## config.mk

```make
export PLATFORM = sky130hd
export DESIGN_NAME = writeback_unit
export DESIGN_NICKNAME = d
export VERILOG_FILES = /design/src/rtl/writeback_unit_pkg.sv /design/src/rtl/writeback_unit_load_extender.sv /design/src/rtl/writeback_unit.sv
export SDC_FILE = /design/constraint.sdc
export NUM_CORES = 1
export LEC_CHECK = 0
export BUFFER_PORTS_ARGS = -buffer_cell sky130_fd_sc_hd__buf_2
export CORE_MARGIN = 2
export CORE_UTILIZATION = 40
export DETAILED_ROUTE_END_ITERATION = 7
export HOLD_SLACK_MARGIN = 0.15
export PLACE_DENSITY = 0.71
export SYNTH_ARGS = -nofsm -noshare
export SYNTH_HDL_FRONTEND = slang
export SYNTH_HIERARCHICAL = 1
export SYNTH_SLANG_ARGS = --single-unit
```

## constraint.sdc

```tcl
create_clock -name clk -period 7.5 [get_ports clk]
set_input_delay 1.5 -clock clk [delete_from_list [all_inputs] [get_ports clk]]
set_output_delay 1.5 -clock clk [all_outputs]
set_load 0.03 [all_outputs]
```

## src/rtl/writeback_unit_pkg.sv

```systemverilog
// Shared types and defaults for the writeback stage: source select, load
// types (funct3 encoding) and datapath width defaults.
package writeback_unit_pkg;

  localparam int DATA_WIDTH_DEF     = 32;
  localparam int REG_ADDR_WIDTH_DEF = 5;

  // WB_IMM was added after the original four; earlier encodings are kept.
  typedef enum logic [2:0] {
    WB_ALU  = 3'd0,
    WB_MEM  = 3'd1,
    WB_PC4  = 3'd2,
    WB_NONE = 3'd3,
    WB_IMM  = 3'd4
  } wb_sel_e;

  typedef enum logic [2:0] {
    LB  = 3'b000,
    LH  = 3'b001,
    LW  = 3'b010,
    LD  = 3'b011,
    LBU = 3'b100,
    LHU = 3'b101,
    LWU = 3'b110
  } load_type_e;

endpackage

```

## src/rtl/writeback_unit_load_extender.sv

```systemverilog
// Combinational sub-word load alignment and sign/zero extension.
// Misaligned halves/words use the lane at the offset; the top bits fall off.
module load_extender
  import writeback_unit_pkg::*;
#(
  parameter int DATA_WIDTH = DATA_WIDTH_DEF
) (
  input  logic [DATA_WIDTH-1:0] rdata,
  input  logic [2:0]            offset,
  input  load_type_e            load_type,
  output logic [DATA_WIDTH-1:0] ext_data
);

  localparam logic [2:0] OFF_MASK = (DATA_WIDTH == 64) ? 3'b111 : 3'b011;

  logic [2:0]            lane;
  logic [DATA_WIDTH-1:0] shifted;

  assign lane    = offset & OFF_MASK;
  assign shifted = rdata >> {lane, 3'b000};

  always_comb begin
    ext_data = shifted;
    case (load_type)
      LB:      ext_data = DATA_WIDTH'($signed(shifted[7:0]));
      LH:      ext_data = DATA_WIDTH'($signed(shifted[15:0]));
      LW:      ext_data = DATA_WIDTH'($signed(shifted[31:0]));
      LBU:     ext_data = DATA_WIDTH'(shifted[7:0]);
      LHU:     ext_data = DATA_WIDTH'(shifted[15:0]);
      LWU:     ext_data = DATA_WIDTH'(shifted[31:0]);
      default: ext_data = shifted;
    endcase
  end

endmodule

```

## src/rtl/writeback_unit.sv

```systemverilog
// Registered writeback stage: source select, load extraction, RF write port.
// Non-mem results land one edge after accept; loads hold ready low until rvalid, flush or timeout.
module writeback_unit
  import writeback_unit_pkg::*;
#(
  parameter int DATA_WIDTH     = DATA_WIDTH_DEF,
  parameter int REG_ADDR_WIDTH = REG_ADDR_WIDTH_DEF,
  parameter int MEM_TIMEOUT    = 16
) (
  input  logic                      clk,
  input  logic                      rst,
  input  logic                      WB_valid_i,
  output logic                      WB_ready_o,
  input  wb_sel_e                   WB_WBSel_i,
  input  logic                      WB_reg_write_i,
  input  logic [REG_ADDR_WIDTH-1:0] WB_rd_addr_i,
  input  logic [DATA_WIDTH-1:0]     WB_alu_result_i,
  input  logic [DATA_WIDTH-1:0]     WB_pc_plus4_i,
  input  logic [DATA_WIDTH-1:0]     WB_imm_i,
  input  load_type_e                WB_load_type_i,
  input  logic                      WB_mem_rvalid_i,
  input  logic [DATA_WIDTH-1:0]     WB_mem_rdata_i,
  input  logic                      WB_flush_i,
  output logic                      WB_rf_we_o,
  output logic [REG_ADDR_WIDTH-1:0] WB_rf_waddr_o,
  output logic [DATA_WIDTH-1:0]     WB_writeback_data_o,
  output logic                      WB_stall_o,
  output logic                      WB_timeout_err_o
);

  localparam int CNT_W = (MEM_TIMEOUT > 1) ? $clog2(MEM_TIMEOUT) : 1;
  localparam bit TIMEOUT_EN = (MEM_TIMEOUT != 0);

  typedef enum logic {IDLE = 1'b0, WAIT_MEM = 1'b1} state_e;

  state_e                    state_q, state_d;
  logic [CNT_W-1:0]          cnt_q, cnt_d;
  logic [REG_ADDR_WIDTH-1:0] cap_rd;
  logic                      cap_we;
  wb_sel_e                   cap_sel;
  load_type_e                cap_lt;
  logic [2:0]                cap_off;

  logic                      accept, complete, timeout_hit;
  wb_sel_e                   sel_use;
  logic                      we_use;
  logic [REG_ADDR_WIDTH-1:0] rd_use;
  logic [2:0]                off_use;
  load_type_e                lt_use;
  logic [DATA_WIDTH-1:0]     ext_data, wb_data;

  assign WB_ready_o  = (state_q == IDLE);
  assign WB_stall_o  = ~WB_ready_o;
  assign timeout_hit = TIMEOUT_EN && (cnt_q == CNT_W'(MEM_TIMEOUT - 1));

  // In IDLE a completing instruction comes straight from the ports; in WAIT_MEM from the capture.
  always_comb begin
    sel_use = WB_WBSel_i;
    we_use  = WB_reg_write_i;
    rd_use  = WB_rd_addr_i;
    off_use = WB_alu_result_i[2:0];
    lt_use  = WB_load_type_i;
    if (state_q == WAIT_MEM) begin
      sel_use = cap_sel;
      we_use  = cap_we;
      rd_use  = cap_rd;
      off_use = cap_off;
      lt_use  = cap_lt;
    end
  end

  load_extender #(.DATA_WIDTH(DATA_WIDTH)) u_load_extender (
    .rdata     (WB_mem_rdata_i),
    .offset    (off_use),
    .load_type (lt_use),
    .ext_data  (ext_data)
  );

  always_comb begin
    wb_data = '0;
    case (sel_use)
      WB_ALU:  wb_data = WB_alu_result_i;
      WB_MEM:  wb_data = ext_data;
      WB_PC4:  wb_data = WB_pc_plus4_i;
      WB_IMM:  wb_data = WB_imm_i;
      default: wb_data = '0;
    endcase
  end

  always_comb begin
    state_d  = state_q;
    cnt_d    = cnt_q;
    accept   = 1'b0;
    complete = 1'b0;
    case (state_q)
      IDLE: begin
        cnt_d = '0;
        if (WB_valid_i && !WB_flush_i) begin
          accept = 1'b1;
          if (WB_WBSel_i != WB_MEM || WB_mem_rvalid_i) complete = 1'b1;
          else                                        state_d  = WAIT_MEM;
        end
      end
      WAIT_MEM: begin
        if (WB_flush_i) begin
          state_d = IDLE;
          cnt_d   = '0;
        end else if (WB_mem_rvalid_i) begin
          complete = 1'b1;
          state_d  = IDLE;
          cnt_d    = '0;
        end else if (timeout_hit) begin
          state_d = IDLE;
          cnt_d   = '0;
        end else if (TIMEOUT_EN) begin
          cnt_d = cnt_q + 1'b1;
        end
      end
      default: state_d = IDLE;
    endcase
  end

  always_ff @(posedge clk) begin
    if (rst) begin
      state_q             <= IDLE;
      cnt_q               <= '0;
      cap_rd              <= '0;
      cap_we              <= 1'b0;
      cap_sel             <= WB_ALU;
      cap_lt              <= LB;
      cap_off             <= '0;
      WB_rf_we_o          <= 1'b0;
      WB_rf_waddr_o       <= '0;
      WB_writeback_data_o <= '0;
      WB_timeout_err_o    <= 1'b0;
    end else begin
      state_q    <= state_d;
      cnt_q      <= cnt_d;
      WB_rf_we_o <= 1'b0;
      if (accept) begin
        cap_rd  <= WB_rd_addr_i;
        cap_we  <= WB_reg_write_i;
        cap_sel <= WB_WBSel_i;
        cap_lt  <= WB_load_type_i;
        cap_off <= WB_alu_result_i[2:0];
      end
      if (complete) begin
        WB_rf_we_o          <= we_use && (rd_use != '0) && (sel_use != WB_NONE);
        WB_rf_waddr_o       <= rd_use;
        WB_writeback_data_o <= wb_data;
      end
      if (state_q == WAIT_MEM && !WB_flush_i && !WB_mem_rvalid_i && timeout_hit)
        WB_timeout_err_o <= 1'b1;
    end
  end

endmodule

```

==> reports/results.txt, run 1 <==
maximum vdd drop = 105.0 uV
CTS root buf = clkbuf_8
Setup Buffers After CTS = 0
# IOs = 186
highest achievable clock rate = 267.8 MHz
Tightest Pin Transition = 0.9289 ns
largest net degree at the start of global routing = 35
dpl cells = 656
clock-pin transition on the worst setup and hold timing paths = 0.07 ns
Post-Place Worst Slack = 3.430 ns
status = finished clean
final core utilization = 0.5431
Die ar. = 0.009950 mm2
Inserted Clock Buffers = 9
PD cells = 173.0 mW/mm2
crit path DAT = 3.93 ns
Avg Cell Area, Syn = 9.308 um2
final hold violations = 0
WS Path Type = input pin to flip-flop
ANT cells = 0
period utilization = 0.4979
Reg2Reg Setup Slack = 4.61 ns
gr usage total = 0.2336
fin cells = 672
MaxCap Viol Count = 0
die extent in x = 99.75 um
GRT overflow = 0
crit end category = flip-flop
vias in the first global route = 3614
vias = 3842
DP HPWL = 8979 um
TritonCTS clock tree = done
Syn Inst Count = 394
CP Max Fanout = 34
# port buffers = 185
crit path launch type = input pin
Initial Util = 0.4165
vias per cell = 5.717
post-CTS sizing = 0
ratio of cells with drive above 1 in the final layout = 0.4557
RR Startpoint = WB_stall_o
FF-to-FF path depth = 5
antenna violations before repair = 0
Critical Path End = WB_writeback_data_o[16]
# nets final = 705
leakage power = 0.002112 uW
core footprint = 0.008806 mm2
Rel. slew slack = 0.3793
layout overhead on the synthesized area = 30.40%
final setup TNS = 0 ns
clk_skew = 0.01030 ns
routability cong. = 0.8061
Clock Latency Late Sink = 0.34 ns
RSZ-0062 raised after global routing = false
row count = 34
CP required = 7.69 ns
crit path time final = 3.734 ns
Initial DRT Pass Iterations = 7
endpoints failing setup = 0
first-pass GRT wire length = 18290 um
CTS sink cnt = 58
Max Root-Sink Buffers = 2
yosys warns = 6
WL per Instance = 17.88 um
DRC = 0
Starting DRT DRC Count = 262
Clock H-tree levels = 3
worst setup path startpoint = WB_alu_result_i[0]
DRT Wirelength = 12020 um
vertical die dimension = 99.75 um
max-slew violations = 0
Syn Nets = 540
antenna-violating nets left = 0
worst reg2reg endpoint = WB_writeback_data_o[20]
Final Worst Setup Slack = 3.766 ns
Worst Hold Class = flip-flop to flip-flop
# hold bufs at CTS = 0
Cell Area, Synth = 0.003667 mm2
[final cells by class]
type	count	area (um2)
Fill cell	847	4024
Multi-Input combinational cell	295	2288
Timing Repair Buffer	189	955.9
Tap cell	108	135.1
Clock inverter	5	77.57
Clock buffer	11	141.4
Inverter	6	22.52
Sequential cell	58	1161
[sequential cells by signal (all words and copies together) (netlist names)]
| register | cells |
|---|---|
| cap_lt | 3 |
| WB_writeback_data_o | 32 |
| cap_sel | 3 |
| WB_timeout_err_o | 1 |
| WB_rf_waddr_o | 5 |
| cap_off | 2 |
| cap_rd | 5 |
| cnt_q | 4 |
| WB_rf_we_o | 1 |
| cap_we | 1 |
| WB_stall_o | 1 |
[per-stage QoR]
stage          hold WS, ns  cell area (um2)  power [uW]
3_5_place_dp        0.4411             4563       510.2
2_1_floorplan       0.4175             3667       443.4
3_3_place_gp        0.4298             4563       507.2
4_1_cts             0.4500             4782       835.5
6_report            0.4468             4782       827.2
5_1_grt             0.4611             4782       864.7
[power breakdown]
group	total (uW)	switching, uW	internal, uW
Combinational	180	99.0	81.0
Clock	323	128	195
Sequential	324	6.40	317
Total	827	234	594
[per-layer routing]
layer,share of wire,GRT usage,up-vias
met2,0.47,0.3654,189
met4,0.021,0.08851,0
met5,0,0,-
met3,0.091,0.05833,21
met1,0.42,0.3108,1772
li1,-,-,1860
[worst max-delay path, cell delays in order]
cell and delay, ns:
buf_2 0.11, mux2_2 0.69, mux2i_1 0.34, mux2i_1 0.13
o211ai_2 0.52, o21ai_0 0.24, a222oi_1 0.29, o2bb2ai_1 0.11
[worst min-delay path by stage]
stage                     startpoint       end  slack, ns  cells past startpoint
after floorplan             cnt_q[0]  cnt_q[0]       0.42                      1
after global placement      cnt_q[0]  cnt_q[0]       0.43                      1
after detailed placement    cnt_q[0]  cnt_q[0]       0.44                      1
after CTS                   cnt_q[0]  cnt_q[0]       0.45                      1
after global routing        cnt_q[0]  cnt_q[0]       0.46                      1
final                       cnt_q[0]  cnt_q[0]       0.45                      1
[cells in the final DEF (no fill, tap or decap), types with 2 or more instances in the layout]
cell	count
clkinv_2	2
mux2_2	37
inv_1	6
o2111ai_1	2
buf_2	185
a21oi_1	24
nand2_1	46
o21ai_2	2
o2bb2ai_1	32
nand3b_1	3
or4_1	2
nand3_1	2
dfxtp_1	58
o21ai_0	6
nor2_1	29
nor2b_1	8
mux2i_1	25
or3_1	2
or4b_1	2
a211oi_1	19
clkbuf_8	10
buf_4	4
bufinv_16	2
a222oi_1	32
Power figures use the tool's default switching activity.
==> run 2: changes to the inputs <==
- clock period: 7.5 -> 3.9 ns (I/O delays scaled with it)
==> run 2 against run 1 <==
Effect of this change:
- critical path depth down 1
- critical path type is now flip-flop to flip-flop
- largest cell class unchanged
- clock power grew 69%
- global-route usage increased by 0.40 points
- cell area about the same
- critical endpoint is now WB_writeback_data_o[13]
- highest routed layer unchanged
- routed wire length increased by 2.3%
- sequential power rose by 92%
- power grew 84%
- die area did not move
- count of clock-buffer cells in the layout down 1
==> reports/results.txt, run 2 (synthesis results as in run 1) <==
status = finished clean (unchanged)
metal2 WL = 5898 um (was 5642 um)
routability cong. = 0.9024 (was 0.8061)
vias = 3806 (was 3842)
Buf/Inv on CP = 1 (unchanged)
Tightest Pin Transition = 0.7861 ns (was 0.9289 ns)
endpoints failing setup = 0 (unchanged)
ANT cells = 0 (unchanged)
clk_skew = 0.007731 ns (was 0.01030 ns)
dpl cells = 659 (was 656)
CP required = 4.11 ns (was 7.69 ns)
Regs by FF count = WB_writeback_data_o x32, WB_rf_waddr_o x5, cap_rd x5 (unchanged)
antenna-violating nets left = 0 (unchanged)
crit end category = flip-flop (unchanged)
PD cells = 318.3 mW/mm2 (was 173.0 mW/mm2)
M1 WL = 5180 um (was 5022 um)
Final Worst Setup Slack = 0.8517 ns (was 3.766 ns)
Starting DRT DRC Count = 332 (was 262)
RR Startpoint = WB_stall_o (unchanged)
crit-path most repeated cell = nor2_1 (was mux2i_1)
leakage power = 0.002110 uW (was 0.002112 uW)
DRC = 0 (unchanged)
CP Max Fanout = 13 (was 34)
final setup TNS = 0 ns (unchanged)
fin cells = 674 (was 672)
CP max stage delay = 0.74 ns (was 0.69 ns)
number of flip-flops in the largest register = 32 (unchanged)
DP HPWL = 9318 um (was 8979 um)
# port buffers = 185 (unchanged)
Largest Register = WB_writeback_data_o (unchanged)
# nets final = 708 (was 705)
core footprint = 0.008806 mm2 (unchanged)
largest net degree at the start of global routing = 33 (was 35)
Clock H-tree levels = 3 (unchanged)
WL per Instance = 18.25 um (was 17.88 um)
Post-Place Worst Slack = 0.9145 ns (was 3.430 ns)
Initial Util = 0.4165 (unchanged)
die extent in x = 99.75 um (unchanged)
layout overhead on the synthesized area = 30.30% (was 30.40%)
hold_ws = 0.4528 ns (was 0.4468 ns)
DR top layer = met4 (unchanged)
row count = 34 (unchanged)
CTS root buf = clkbuf_8 (unchanged)
Hold Path Depth = 1 (unchanged)
clock-pin transition on the worst setup and hold timing paths = 0.07 ns (about the same)
highest achievable clock rate = 328.1 MHz
max-slew violations = 0 (unchanged)
ratio of cells with drive above 1 in the final layout = 0.4594 (was 0.4557)
DRT Wirelength = 12300 um (was 12020 um)
crit path launch type = flip-flop (was input pin)
crit path DAT = 3.26 ns (was 3.93 ns)
vias in the first global route = 3700 (was 3614)
first-pass GRT wire length = 18710 um (was 18290 um)
met3 wire length = 1018 um (was 1096 um)
Reg2Reg Setup Slack = 0.85 ns (was 4.61 ns)
final core utilization = 0.5426 (was 0.5431)
Hold Path End = cnt_q[0] (unchanged)
vertical die dimension = 99.75 um (unchanged)
worst reg2reg endpoint = WB_writeback_data_o[13] (was WB_writeback_data_o[20])
Max Root-Sink Buffers = 2 (unchanged)
critical path's top delay family = compound AO/OA/AOI/OAI gates (was multiplexers)
Setup Buffers After CTS = 0 (unchanged)
gr usage total = 0.2376 (was 0.2336)
commonest cells after routing, fill and taps aside = buf_2 (185), dfxtp_1 (58), nand2_1 (46) (unchanged)
TritonCTS clock tree = done (unchanged)
FF-to-FF path depth = 7 (was 5)
WS Path Type = flip-flop to flip-flop (was input pin to flip-flop)
# hold bufs at CTS = 0 (unchanged)
Clock Latency Late Sink = 0.33 ns (was 0.34 ns)
post-CTS sizing = 0 (unchanged)
# IOs = 186 (unchanged)
period utilization = 0.7816
Die ar. = 0.009950 mm2 (unchanged)
hold_sp = cnt_q[0] (unchanged)
worst path cell trace = buf_4 -> mux2_2 -> nor2_1 -> a21boi_2 -> nor2_1 -> a222oi_1 -> o2bb2ai_1 (was buf_2 -> mux2_2 -> mux2i_1 -> mux2i_1 -> o211ai_2 -> o21ai_0 -> a222oi_1 -> o2bb2ai_1)
crit path time final = 3.048 ns
CTS sink cnt = 58 (unchanged)
Inserted Clock Buffers = 9 (unchanged)
final hold violations = 0 (unchanged)
most common cell after layout, fill and taps aside = buf_2 (unchanged)
Worst path slowest cell = dfxtp_1 (was mux2_2)
RSZ-0062 raised after global routing = false (unchanged)
Rel. slew slack = 0.4648 (was 0.3793)
maximum vdd drop = 278.1 uV (was 105.0 uV)
GRT overflow = 0 (unchanged)
total of fill cells in the finished design = 819 (was 847)
MaxCap Viol Count = 0 (unchanged)
Initial DRT Pass Iterations = 5 (was 7)
antenna violations before repair = 0 (unchanged)
Worst Hold Class = flip-flop to flip-flop (unchanged)
vias per cell = 5.647 (was 5.717)
[run 2: cell count changes in the layout (fill, tap and decap cells not counted)]
cell	change
clkbuf_1	-1
bufinv_16	-1
clkinvlp_4	+1
buf_4	+3
[run 2: worst max-delay path by stage]
stage               startpoint                 endpoint  slack [ns]  depth (start not counted)
finish              WB_stall_o  WB_writeback_data_o[13]        0.85                          7
global route        WB_stall_o  WB_writeback_data_o[13]        0.65                          7
CTS                 WB_stall_o  WB_writeback_data_o[13]        0.90                          7
detailed placement  WB_stall_o  WB_writeback_data_o[14]        0.91                          7
global placement    WB_stall_o  WB_writeback_data_o[10]        1.02                          7
floorplan           WB_stall_o  WB_writeback_data_o[17]        1.15                         11
[run 2: metrics by stage]
step	power, uW	cell area, um2
floorplan	852.7	3667
global placement	979.7	4586
detailed placement	985.6	4586
CTS	1533	4778
global route	1590	4778
finish	1521	4778
[run 2: worst reg2reg max path, cell delays in order (launching register included)]
cell and delay [ns]:
dfxtp_1 0.74, buf_4 0.32, mux2_2 0.40, nor2_1 0.50, a21boi_2 0.47, nor2_1 0.13
a222oi_1 0.27, o2bb2ai_1 0.11
[run 2: power by group]
| group | total [uW] | switching (uW) | internal, uW |
|---|---|---|---|
| clock network | 546 | 240 | 306 |
| logic | 352 | 194 | 158 |
| registers | 623 | 12.0 | 611 |
| total | 1520 | 446 | 1070 |
[run 2: area by class of cell]
cell class                 count  area [um2]  area share
clock buffer                  10       137.6     0.02880
clock inverter                 5       55.05     0.01152
sequential                    58        1161      0.2430
timing repair buffer         192       978.4      0.2048
inverter                       6       22.52    0.004713
tap                          108       135.1     0.02828
multi-input combinational    295        2288      0.4789
[run 2: layer usage]
layer,up-vias,GRT usage
li1,1873,-
met1,1750,0.2968
met2,167,0.3986
met3,16,0.06606
met4,0,0.07271
met5,-,0
